$ cat src/rtl/rat_uart_io_if.sv
// RAT MCU I/O bus bundle between the CPU core and a port-mapped peripheral.
//   IO_STRB  : one-cycle write strobe from the core's OUT instruction
//   PORT_ID  : port address, valid for both reads and writes
//   OUT_PORT : write data from the core
//   IN_PORT  : read data back to the core (combinational on PORT_ID)
//   INTR     : level interrupt request to the core
// master = core side, slave = peripheral side.
interface rat_uart_io_if;
  logic       IO_STRB;
  logic [7:0] PORT_ID;
  logic [7:0] OUT_PORT;
  logic [7:0] IN_PORT;
  logic       INTR;

  modport master (
    output IO_STRB, PORT_ID, OUT_PORT,
    input  IN_PORT, INTR
  );

  modport slave (
    input  IO_STRB, PORT_ID, OUT_PORT,
    output IN_PORT, INTR
  );
endinterface

$ cat src/rtl/rat_uart_io.sv
// UART peripheral on the RAT MCU I/O bus.
// TX_DEPTH-entry TX FIFO feeding an 8N1 serializer, 8N1 receiver with a
// one-byte holding register, two decoded ports and a level interrupt.
// Ports:
//   CLK   : system clock, rising edge
//   RST_N : asynchronous active-low reset
//   bus   : core I/O bus (slave side): IO_STRB, PORT_ID, OUT_PORT in;
//           IN_PORT, INTR out
//   RXD   : serial input, asynchronous to CLK
//   TXD   : serial output, idle high
// Register map: BASE_ID = data (write pushes TX FIFO, read returns RX byte),
// BASE_ID+1 = control (write) / status (read).
module rat_uart_io #(
  parameter logic [7:0] BASE_ID      = 8'h40,
  parameter int         CLKS_PER_BIT = 868,
  parameter int         TX_DEPTH     = 8
) (
  input  logic         CLK,
  input  logic         RST_N,
  rat_uart_io_if.slave bus,
  input  logic         RXD,
  output logic         TXD
);

  localparam int         AW        = $clog2(TX_DEPTH);
  localparam logic [7:0] CTRL_ID   = 8'(BASE_ID + 8'd1);
  localparam logic [11:0] BIT_LAST  = 12'(CLKS_PER_BIT - 1);
  localparam logic [11:0] HALF_LAST = 12'(CLKS_PER_BIT / 2 - 1);

  typedef enum logic [1:0] {TX_IDLE, TX_START, TX_DATA, TX_STOP} tx_state_t;
  typedef enum logic [1:0] {RX_IDLE, RX_START, RX_DATA, RX_STOP} rx_state_t;

  // ---------------- bus decode ----------------
  logic data_sel, ctrl_sel, wr_data, ack, push, push_drop, pop;
  assign data_sel  = (bus.PORT_ID == BASE_ID);
  assign ctrl_sel  = (bus.PORT_ID == CTRL_ID);
  assign wr_data   = bus.IO_STRB & data_sel;
  assign ack       = bus.IO_STRB & ctrl_sel & bus.OUT_PORT[0];

  // ---------------- TX FIFO ----------------
  // Pointers carry one extra wrap bit so full and empty are distinguishable.
  logic [7:0]  fifo_mem [TX_DEPTH];
  logic [AW:0] wr_ptr_reg, rd_ptr_reg;
  logic        tx_empty, tx_full;

  assign tx_empty  = (wr_ptr_reg == rd_ptr_reg);
  assign tx_full   = (wr_ptr_reg[AW] != rd_ptr_reg[AW]) &&
                     (wr_ptr_reg[AW-1:0] == rd_ptr_reg[AW-1:0]);
  assign push      = wr_data & ~tx_full;
  assign push_drop = wr_data & tx_full;

  always_ff @(posedge CLK) begin
    if (push) fifo_mem[wr_ptr_reg[AW-1:0]] <= bus.OUT_PORT;
  end

  always_ff @(posedge CLK or negedge RST_N) begin
    if (!RST_N) begin
      wr_ptr_reg <= '0;
      rd_ptr_reg <= '0;
    end else begin
      if (push) wr_ptr_reg <= wr_ptr_reg + 1'b1;
      if (pop)  rd_ptr_reg <= rd_ptr_reg + 1'b1;
    end
  end

  // ---------------- TX serializer ----------------
  tx_state_t   tx_state_reg;
  logic [11:0] tx_cnt_reg;
  logic [2:0]  tx_bit_reg;
  logic [7:0]  tx_shift_reg;
  logic        txd_reg;
  logic        tx_busy, tx_bit_end;

  assign tx_busy    = (tx_state_reg != TX_IDLE);
  assign tx_bit_end = (tx_cnt_reg == BIT_LAST);
  // Head is consumed when leaving IDLE or at the end of a stop bit.
  assign pop = ~tx_empty & ((tx_state_reg == TX_IDLE) ||
                            (tx_state_reg == TX_STOP && tx_bit_end));
  assign TXD = txd_reg;

  always_ff @(posedge CLK or negedge RST_N) begin
    if (!RST_N) begin
      tx_state_reg <= TX_IDLE;
      tx_cnt_reg   <= '0;
      tx_bit_reg   <= '0;
      tx_shift_reg <= '0;
      txd_reg      <= 1'b1;
    end else begin
      tx_cnt_reg <= tx_bit_end ? 12'd0 : tx_cnt_reg + 12'd1;
      case (tx_state_reg)
        TX_IDLE: begin
          tx_cnt_reg <= '0;
          if (!tx_empty) begin
            tx_state_reg <= TX_START;
            tx_shift_reg <= fifo_mem[rd_ptr_reg[AW-1:0]];
            txd_reg      <= 1'b0;
          end
        end
        TX_START: begin
          if (tx_bit_end) begin
            tx_state_reg <= TX_DATA;
            tx_bit_reg   <= '0;
            txd_reg      <= tx_shift_reg[0];
            tx_shift_reg <= {1'b0, tx_shift_reg[7:1]};
          end
        end
        TX_DATA: begin
          if (tx_bit_end) begin
            if (tx_bit_reg == 3'd7) begin
              tx_state_reg <= TX_STOP;
              txd_reg      <= 1'b1;
            end else begin
              tx_bit_reg   <= tx_bit_reg + 3'd1;
              txd_reg      <= tx_shift_reg[0];
              tx_shift_reg <= {1'b0, tx_shift_reg[7:1]};
            end
          end
        end
        TX_STOP: begin
          if (tx_bit_end) begin
            if (!tx_empty) begin
              // back-to-back frame, no idle gap
              tx_state_reg <= TX_START;
              tx_shift_reg <= fifo_mem[rd_ptr_reg[AW-1:0]];
              txd_reg      <= 1'b0;
            end else begin
              tx_state_reg <= TX_IDLE;
            end
          end
        end
        default: tx_state_reg <= TX_IDLE;
      endcase
    end
  end

  // ---------------- RX deserializer ----------------
  rx_state_t   rx_state_reg;
  logic [11:0] rx_cnt_reg;
  logic [2:0]  rx_bit_reg;
  logic [7:0]  rx_shift_reg;
  logic        rxd_meta_reg, rxd_sync_reg, rxd_prev_reg;
  logic        rx_load, rx_bad, rx_stop_sample;

  assign rx_stop_sample = (rx_state_reg == RX_STOP) && (rx_cnt_reg == BIT_LAST);
  assign rx_load        = rx_stop_sample &  rxd_sync_reg;
  assign rx_bad         = rx_stop_sample & ~rxd_sync_reg;

  always_ff @(posedge CLK or negedge RST_N) begin
    if (!RST_N) begin
      rxd_meta_reg <= 1'b1;
      rxd_sync_reg <= 1'b1;
      rxd_prev_reg <= 1'b1;
      rx_state_reg <= RX_IDLE;
      rx_cnt_reg   <= '0;
      rx_bit_reg   <= '0;
      rx_shift_reg <= '0;
    end else begin
      rxd_meta_reg <= RXD;
      rxd_sync_reg <= rxd_meta_reg;
      rxd_prev_reg <= rxd_sync_reg;
      rx_cnt_reg   <= rx_cnt_reg + 12'd1;
      case (rx_state_reg)
        RX_IDLE: begin
          rx_cnt_reg <= '0;
          if (rxd_prev_reg && !rxd_sync_reg) rx_state_reg <= RX_START;
        end
        RX_START: begin
          // First sample lands half a bit after the falling edge; every later
          // sample is one full bit further, i.e. mid-bit.
          if (rx_cnt_reg == HALF_LAST) begin
            rx_cnt_reg   <= '0;
            rx_bit_reg   <= '0;
            rx_state_reg <= rxd_sync_reg ? RX_IDLE : RX_DATA;
          end
        end
        RX_DATA: begin
          if (rx_cnt_reg == BIT_LAST) begin
            rx_cnt_reg   <= '0;
            rx_shift_reg <= {rxd_sync_reg, rx_shift_reg[7:1]};
            if (rx_bit_reg == 3'd7) rx_state_reg <= RX_STOP;
            else                    rx_bit_reg   <= rx_bit_reg + 3'd1;
          end
        end
        RX_STOP: begin
          // Leave half a bit early so a back-to-back start edge is seen.
          if (rx_stop_sample) rx_state_reg <= RX_IDLE;
        end
        default: rx_state_reg <= RX_IDLE;
      endcase
    end
  end

  // ---------------- status, control, interrupt ----------------
  logic [7:0] rx_data_reg;
  logic       rx_valid_reg, rx_ovf_reg, ferr_reg, tx_ovf_reg;
  logic       tx_ie_reg, rx_ie_reg, intr_reg;

  always_ff @(posedge CLK or negedge RST_N) begin
    if (!RST_N) begin
      rx_data_reg  <= '0;
      rx_valid_reg <= 1'b0;
      rx_ovf_reg   <= 1'b0;
      ferr_reg     <= 1'b0;
      tx_ovf_reg   <= 1'b0;
      tx_ie_reg    <= 1'b0;
      rx_ie_reg    <= 1'b0;
      intr_reg     <= 1'b0;
    end else begin
      if (rx_load) rx_data_reg <= rx_shift_reg;
      // A completing byte beats a simultaneous acknowledge for RX_VALID,
      // but the acknowledge still clears the overrun.
      rx_valid_reg <= rx_load | (rx_valid_reg & ~ack);
      rx_ovf_reg   <= ~ack & (rx_ovf_reg | (rx_load & rx_valid_reg));
      ferr_reg     <= rx_bad | (ferr_reg & ~ack);
      tx_ovf_reg   <= push_drop | (tx_ovf_reg & ~ack);
      if (bus.IO_STRB && ctrl_sel) begin
        tx_ie_reg <= bus.OUT_PORT[1];
        rx_ie_reg <= bus.OUT_PORT[2];
      end
      intr_reg <= (rx_ie_reg & rx_valid_reg) |
                  (tx_ie_reg & tx_empty & ~tx_busy);
    end
  end

  assign bus.INTR = intr_reg;

  always_comb begin
    bus.IN_PORT = 8'h00;
    if (data_sel)
      bus.IN_PORT = rx_data_reg;
    else if (ctrl_sel)
      bus.IN_PORT = {tx_ovf_reg, ferr_reg, rx_ovf_reg, rx_valid_reg,
                     tx_full, tx_empty, tx_busy, 1'b0};
  end

endmodule

$ cat src/flat_wrapper.sv
// flat-port wrapper written by rule: the top's interface ports become plain ports
module rat_uart_io_flat 
#(
  parameter logic [7:0] BASE_ID      = 8'h40,
  parameter int         CLKS_PER_BIT = 868,
  parameter int         TX_DEPTH     = 8
)
  (CLK, RST_N, RXD, TXD, bus_IO_STRB, bus_PORT_ID, bus_OUT_PORT, bus_IN_PORT, bus_INTR);
  rat_uart_io_if bus_i ();
  input  logic CLK;
  input  logic RST_N;
  input  logic RXD;
  output logic TXD;
  input wire logic [$bits(bus_i.IO_STRB)-1:0] bus_IO_STRB;
  input wire logic [$bits(bus_i.PORT_ID)-1:0] bus_PORT_ID;
  input wire logic [$bits(bus_i.OUT_PORT)-1:0] bus_OUT_PORT;
  output wire logic [$bits(bus_i.IN_PORT)-1:0] bus_IN_PORT;
  output wire logic [$bits(bus_i.INTR)-1:0] bus_INTR;
  assign bus_i.IO_STRB = bus_IO_STRB;
  assign bus_i.PORT_ID = bus_PORT_ID;
  assign bus_i.OUT_PORT = bus_OUT_PORT;
  assign bus_IN_PORT = bus_i.IN_PORT;
  assign bus_INTR = bus_i.INTR;
  rat_uart_io #(.BASE_ID(BASE_ID), .CLKS_PER_BIT(CLKS_PER_BIT), .TX_DEPTH(TX_DEPTH)) u_core (.CLK(CLK), .RST_N(RST_N), .bus(bus_i), .RXD(RXD), .TXD(TXD));
endmodule
$ cat config.mk
export PLATFORM = sky130hd
export DESIGN_NAME = rat_uart_io_flat
export DESIGN_NICKNAME = d
export VERILOG_FILES = /design/src/rtl/rat_uart_io_if.sv /design/src/rtl/rat_uart_io.sv /design/src/flat_wrapper.sv
export SDC_FILE = /design/constraint.sdc
export NUM_CORES = 1
export LEC_CHECK = 0
export BUFFER_PORTS_ARGS = -buffer_cell sky130_fd_sc_hd__buf_2
export CORE_MARGIN = 2
export CORE_UTILIZATION = 55
export DETAILED_ROUTE_END_ITERATION = 10
export PLACE_DENSITY = 0.74
export SLEW_MARGIN = 0
export SYNTH_ARGS = -nofsm -noshare
export SYNTH_HDL_FRONTEND = slang
export SYNTH_SLANG_ARGS = --single-unit
$ cat constraint.sdc
create_clock -name CLK -period 3 [get_ports CLK]
set_input_delay 0.9 -clock CLK [delete_from_list [all_inputs] [get_ports CLK]]
set_output_delay 0.9 -clock CLK [all_outputs]
set_load 0.01 [all_outputs]
==> summary by stage <==
Run status
The run finished, with violations left. The final reports fail on setup timing.

Drt
The routed layout has 3890 vias. The count of nets left with antenna violations once routing finished came out at 0. The total length of routed wires is 11.6 mm.

Using the TritonRoute via totals, the vias-per-cell ratio works out to 5.70. The remaining routing DRC violations is 0. Dividing the detail-routed wire length by the instance count gives 17.0 µm.

The number of violations reported at the end of detailed-routing iteration 0 is 306. The total iterations of the first detailed-routing run is 5.

Synthesis
After synthesis the cells add up to 0.00629 mm². Counting flops with a built-in enable in the synthesized netlist gives 64. Each instance of the synthesized netlist takes up on average 13.3 µm².

The xor/xnor cell area share of the yosys netlist is 0.0417. For this run, the number of Yosys warnings is 0. The post-synthesis compound-gate area fraction is 0.0831. The portion of synthesized area spent on multiplexers is 0.0837. The most frequently used cell type in the post-synthesis netlist is sky130_fd_sc_hd__dfrtp_1. The share of the synthesized area in the top cell type is 0.305.

The post-synthesis share of cell area spent on full adders, half adders and majority gates is 0.0278. The number of unique standard cell types used by synthesis is 63. After synthesis, the most frequently instantiated cells are 73 x sky130_fd_sc_hd__dfrtp_1, 64 x sky130_fd_sc_hd__edfxtp_1, 34 x sky130_fd_sc_hd__nand2_1, 33 x sky130_fd_sc_hd__mux2_2, 33 x sky130_fd_sc_hd__nor2_1. By area, the combinational part of the netlist is dominated by simple AND/OR/NAND/NOR gates.

The cell count after synthesis is 475. The cell taking the most area after synthesis is sky130_fd_sc_hd__edfxtp_1. The top flip-flop cell by instance count after synthesis is sky130_fd_sc_hd__dfrtp_1.

After synthesis the netlist holds a flip-flop and latch count of 141. By area the synthesized netlist is led by sky130_fd_sc_hd__edfxtp_1 31%, sky130_fd_sc_hd__dfrtp_1 29%, sky130_fd_sc_hd__mux2_2 5.9%, sky130_fd_sc_hd__ha_1 2.8%, sky130_fd_sc_hd__xnor2_1 2.5%. The share of flip-flops with an asynchronous set or reset after synthesis is 0.546.

The post-synthesis share of cell area spent on and, or, nand and nor gates is 0.130. The sequential-to-total area share from yosys stat is 0.612. When the netlist entered floorplanning its net count stood at 509.

STA
Headroom to the max-slew limit came out at 0.604. The post-layout minimum cycle time is 3.05 ns. In the finished design, the share of the clock period the worst path needs comes to 1.02. The smallest setup slack after layout is -0.0462 ns. Setup repair after global routing could not meet its margin everywhere. Based on the critical path, the design can be clocked at up to 0.328 GHz.

The number of setup violations in the final report is 8. The pin slew with the least headroom to its limit is 0.580 ns. The worst clock skew is 0.00877 ns. The final number of hold-violating endpoints is 0. The max-slew violation total from the final report is 0.

Cells and area
0 antenna diodes ended up in the layout. The number of flip-flops under the largest register name is 64. Relative to the synthesized area, the layout overhead comes to 17.1%. Once layout is complete, the utilization of the core stands at 0.654.

The final net count is 560. The finished cells cover 0.00737 mm². Of the cells placed in the final design, the portion with a size suffix greater than 1 is 0.288. Leaving out filler cells and counting taps, the final layout contains 682.

The filler cell count in the final layout is 808.

Pwr
The standby leakage power is 0.00302 µW. The highest ir drop seen on vdd is 0.573 mV. The power density over the cells is 791 mW/mm².

Global route
Entering global routing, the biggest net connects 47 pins. The via count of the first global-routing pass is 3969. The initial antenna violation count is 0. In the global route stage, overall resource usage came out at 0.201. The met1 usage in global routing is 0.259. The total global routing overflow is 0.

The routing usage on met2 is 0.336. The first global-routing pass estimated 19.4 mm of wire. The busiest layer in global routing is met2.

The routing usage on met3 is 0.0503.

Setup path
The worst-case register-to-register setup slack is 0.90 ns. The source of the critical timing path is bus_PORT_ID[2]. Measured in cells, the most critical reg-to-reg path has a length of 5. The critical path ends at bus_IN_PORT[4]. The critical path runs through a total of 6 cells.

The cell that appears most often on the critical path is sky130_fd_sc_hd__buf_6. The worst setup path is launched from a primary input. Counting both buffers and inverters, the worst setup path holds a total of 3. The signal on the critical path passes through buf_6, or4b_4, nor3_4, buf_6, a22o_1, buf_2. Along the worst path, the maximum fanout reaches 5. At the worst endpoint, the arrival time is 2.15 ns. For this design, the slowest cell found on the critical path is sky130_fd_sc_hd__or4b_4. The capturing point of the worst reg2reg path is u_core.tx_shift_reg[1]$_DFFE_PN0P_. The worst register-to-register path begins at u_core.wr_ptr_reg[0]$_DFFE_PN0P_. The category of cells accounting for the largest share of critical-path delay is simple AND/OR/NAND/NOR gates. The required arrival time at the worst endpoint is 2.10 ns.

The worst setup path is of the in -> out kind. On the worst path, the slowest cell contributes a delay of 0.57 ns. The worst setup path is captured at an output pin.

Die
The floorplan step defined a die boundary enclosing 0.0123 mm². The initial utilization of the core area, before any placement, comes to 0.558. The core footprint is 0.0113 mm². The floorplan step set the die height to 111 µm. For this design the top-level I/O count stands at 30. The number of core rows is 39. In this run the horizontal extent of the chip is 111 µm.

Clock network
The number of buffers between clock root and the deepest sink is 2. The number of buffers created by CTS is 17. The number of H-tree levels is 4. Clock-pin slew was measured on the worst setup and hold paths at 0.06 ns.

TritonCTS built the clock tree. The later-pin clock latency in the skew report is 0.41 ns. The number of sinks handled by clock tree synthesis is 141. The tree is rooted in a sky130_fd_sc_hd__clkbuf_16.

Place
The weighted congestion reported at the end of routability-driven placement is 0.781. The count of buffers added on input and output ports is 29. After detailed placement, the total cell area comes to 0.00672 mm². The HPWL reported at the end of detailed placement is 7.66 mm. The number of cells in the design after placement is 648.

Worst hold path
In this run the worst hold path is classified as reg -> reg. Along the worst hold path, the cell count comes to 0.

Job
Max-cap violations in this run came to 0.
power by group:
part | switching [µW] | internal, µW
clock network | 757 | 1250
registers | 183 | 2200
logic | 838 | 595
total | 1780 | 4050
cell type report:
class / count / area, µm² / area share
flip-flops and latches: 141 / 3850 / 0.523
multi-input cells: 306 / 2360 / 0.320
clock buffers: 23 / 499 / 0.0677
repair buffers: 50 / 357 / 0.0484
well taps: 143 / 179 / 0.0243
clock inverters: 9 / 83.8 / 0.0114
inverters: 10 / 37.5 / 0.00509
metal layers:
metal | vias up | share of wire
met1 | 1943 | 0.44
li1 | 1853 | -
met5 | - | 0
met4 | 0 | 0.014
met2 | 77 | 0.51
met3 | 17 | 0.038
repair_timing:
item / 4_1_cts / 5_1_grt
hold buffers: 0 / 0
pin swaps: 7 / 7
resized for setup: 8 / 10
setup buffers: 1 / 1
endpoints found under the setup margin: 8 / 8
worst register-to-register path, stage by stage (launching register included):
cell                       delay, ns
sky130_fd_sc_hd__dfrtp_1        0.62
sky130_fd_sc_hd__xnor2_1        0.20
sky130_fd_sc_hd__nand4b_1       0.20
sky130_fd_sc_hd__buf_4          0.22
sky130_fd_sc_hd__o221ai_2       0.50
sky130_fd_sc_hd__o21ai_0        0.21
layout by cell type, fill, tap and decap left out, types with 7 or more instances in the layout:
cell type,netlist,routed
sky130_fd_sc_hd__a2111oi_0,7,7
sky130_fd_sc_hd__a211oi_1,8,8
sky130_fd_sc_hd__a21oi_1,12,12
sky130_fd_sc_hd__and3_1,7,7
sky130_fd_sc_hd__buf_2,10,25
sky130_fd_sc_hd__buf_4,2,18
sky130_fd_sc_hd__clkbuf_16,0,18
sky130_fd_sc_hd__dfrtp_1,73,73
sky130_fd_sc_hd__edfxtp_1,64,64
sky130_fd_sc_hd__ha_1,14,14
sky130_fd_sc_hd__inv_1,10,10
sky130_fd_sc_hd__mux2_2,33,33
sky130_fd_sc_hd__mux2i_1,11,11
sky130_fd_sc_hd__nand2_1,34,30
sky130_fd_sc_hd__nand3_1,12,12
sky130_fd_sc_hd__nand4_1,7,7
sky130_fd_sc_hd__nor2_1,33,32
sky130_fd_sc_hd__nor2b_1,8,8
sky130_fd_sc_hd__o21ai_0,13,10
sky130_fd_sc_hd__o22ai_1,10,10
sky130_fd_sc_hd__xnor2_1,18,18
sky130_fd_sc_hd__xor2_1,12,12
logic make-up after synthesis:
| logic type | after synthesis |
|---|---|
| flops | 141 |
| mux | 46 |
| xor+xnor | 30 |
| simple gates | 142 |
| compound gates | 74 |
| buf+inv | 28 |
| fa+ha+maj | 14 |
worst min path at each step:
| stage | endpoint | slack (ns) | start |
|---|---|---|---|
| 2_1_floorplan | u_core.rxd_sync_reg$_DFF_PN1_ | 0.35 | u_core.rxd_meta_reg$_DFF_PN1_ |
| 3_3_place_gp | u_core.rxd_sync_reg$_DFF_PN1_ | 0.35 | u_core.rxd_meta_reg$_DFF_PN1_ |
| 3_5_place_dp | u_core.rxd_sync_reg$_DFF_PN1_ | 0.35 | u_core.rxd_meta_reg$_DFF_PN1_ |
| 4_1_cts | u_core.rxd_sync_reg$_DFF_PN1_ | 0.36 | u_core.rxd_meta_reg$_DFF_PN1_ |
| 5_1_grt | u_core.rxd_sync_reg$_DFF_PN1_ | 0.36 | u_core.rxd_meta_reg$_DFF_PN1_ |
| 6_report | u_core.rxd_sync_reg$_DFF_PN1_ | 0.36 | u_core.rxd_meta_reg$_DFF_PN1_ |
per-stage QoR:
step	setup slack, ns	setup TNS (ns)	hold WS (ns)	power, µW
final	-0.0462	-0.178	0.356	5830
after global routing	-0.0862	-0.505	0.363	6160
after CTS	-0.0977	-0.571	0.356	5870
after detailed placement	-0.131	-0.752	0.348	3840
after global placement	-0.120	-0.503	0.348	3770
after floorplan	0.0939	0	0.345	3490
(Power assumes the default switching activity.)
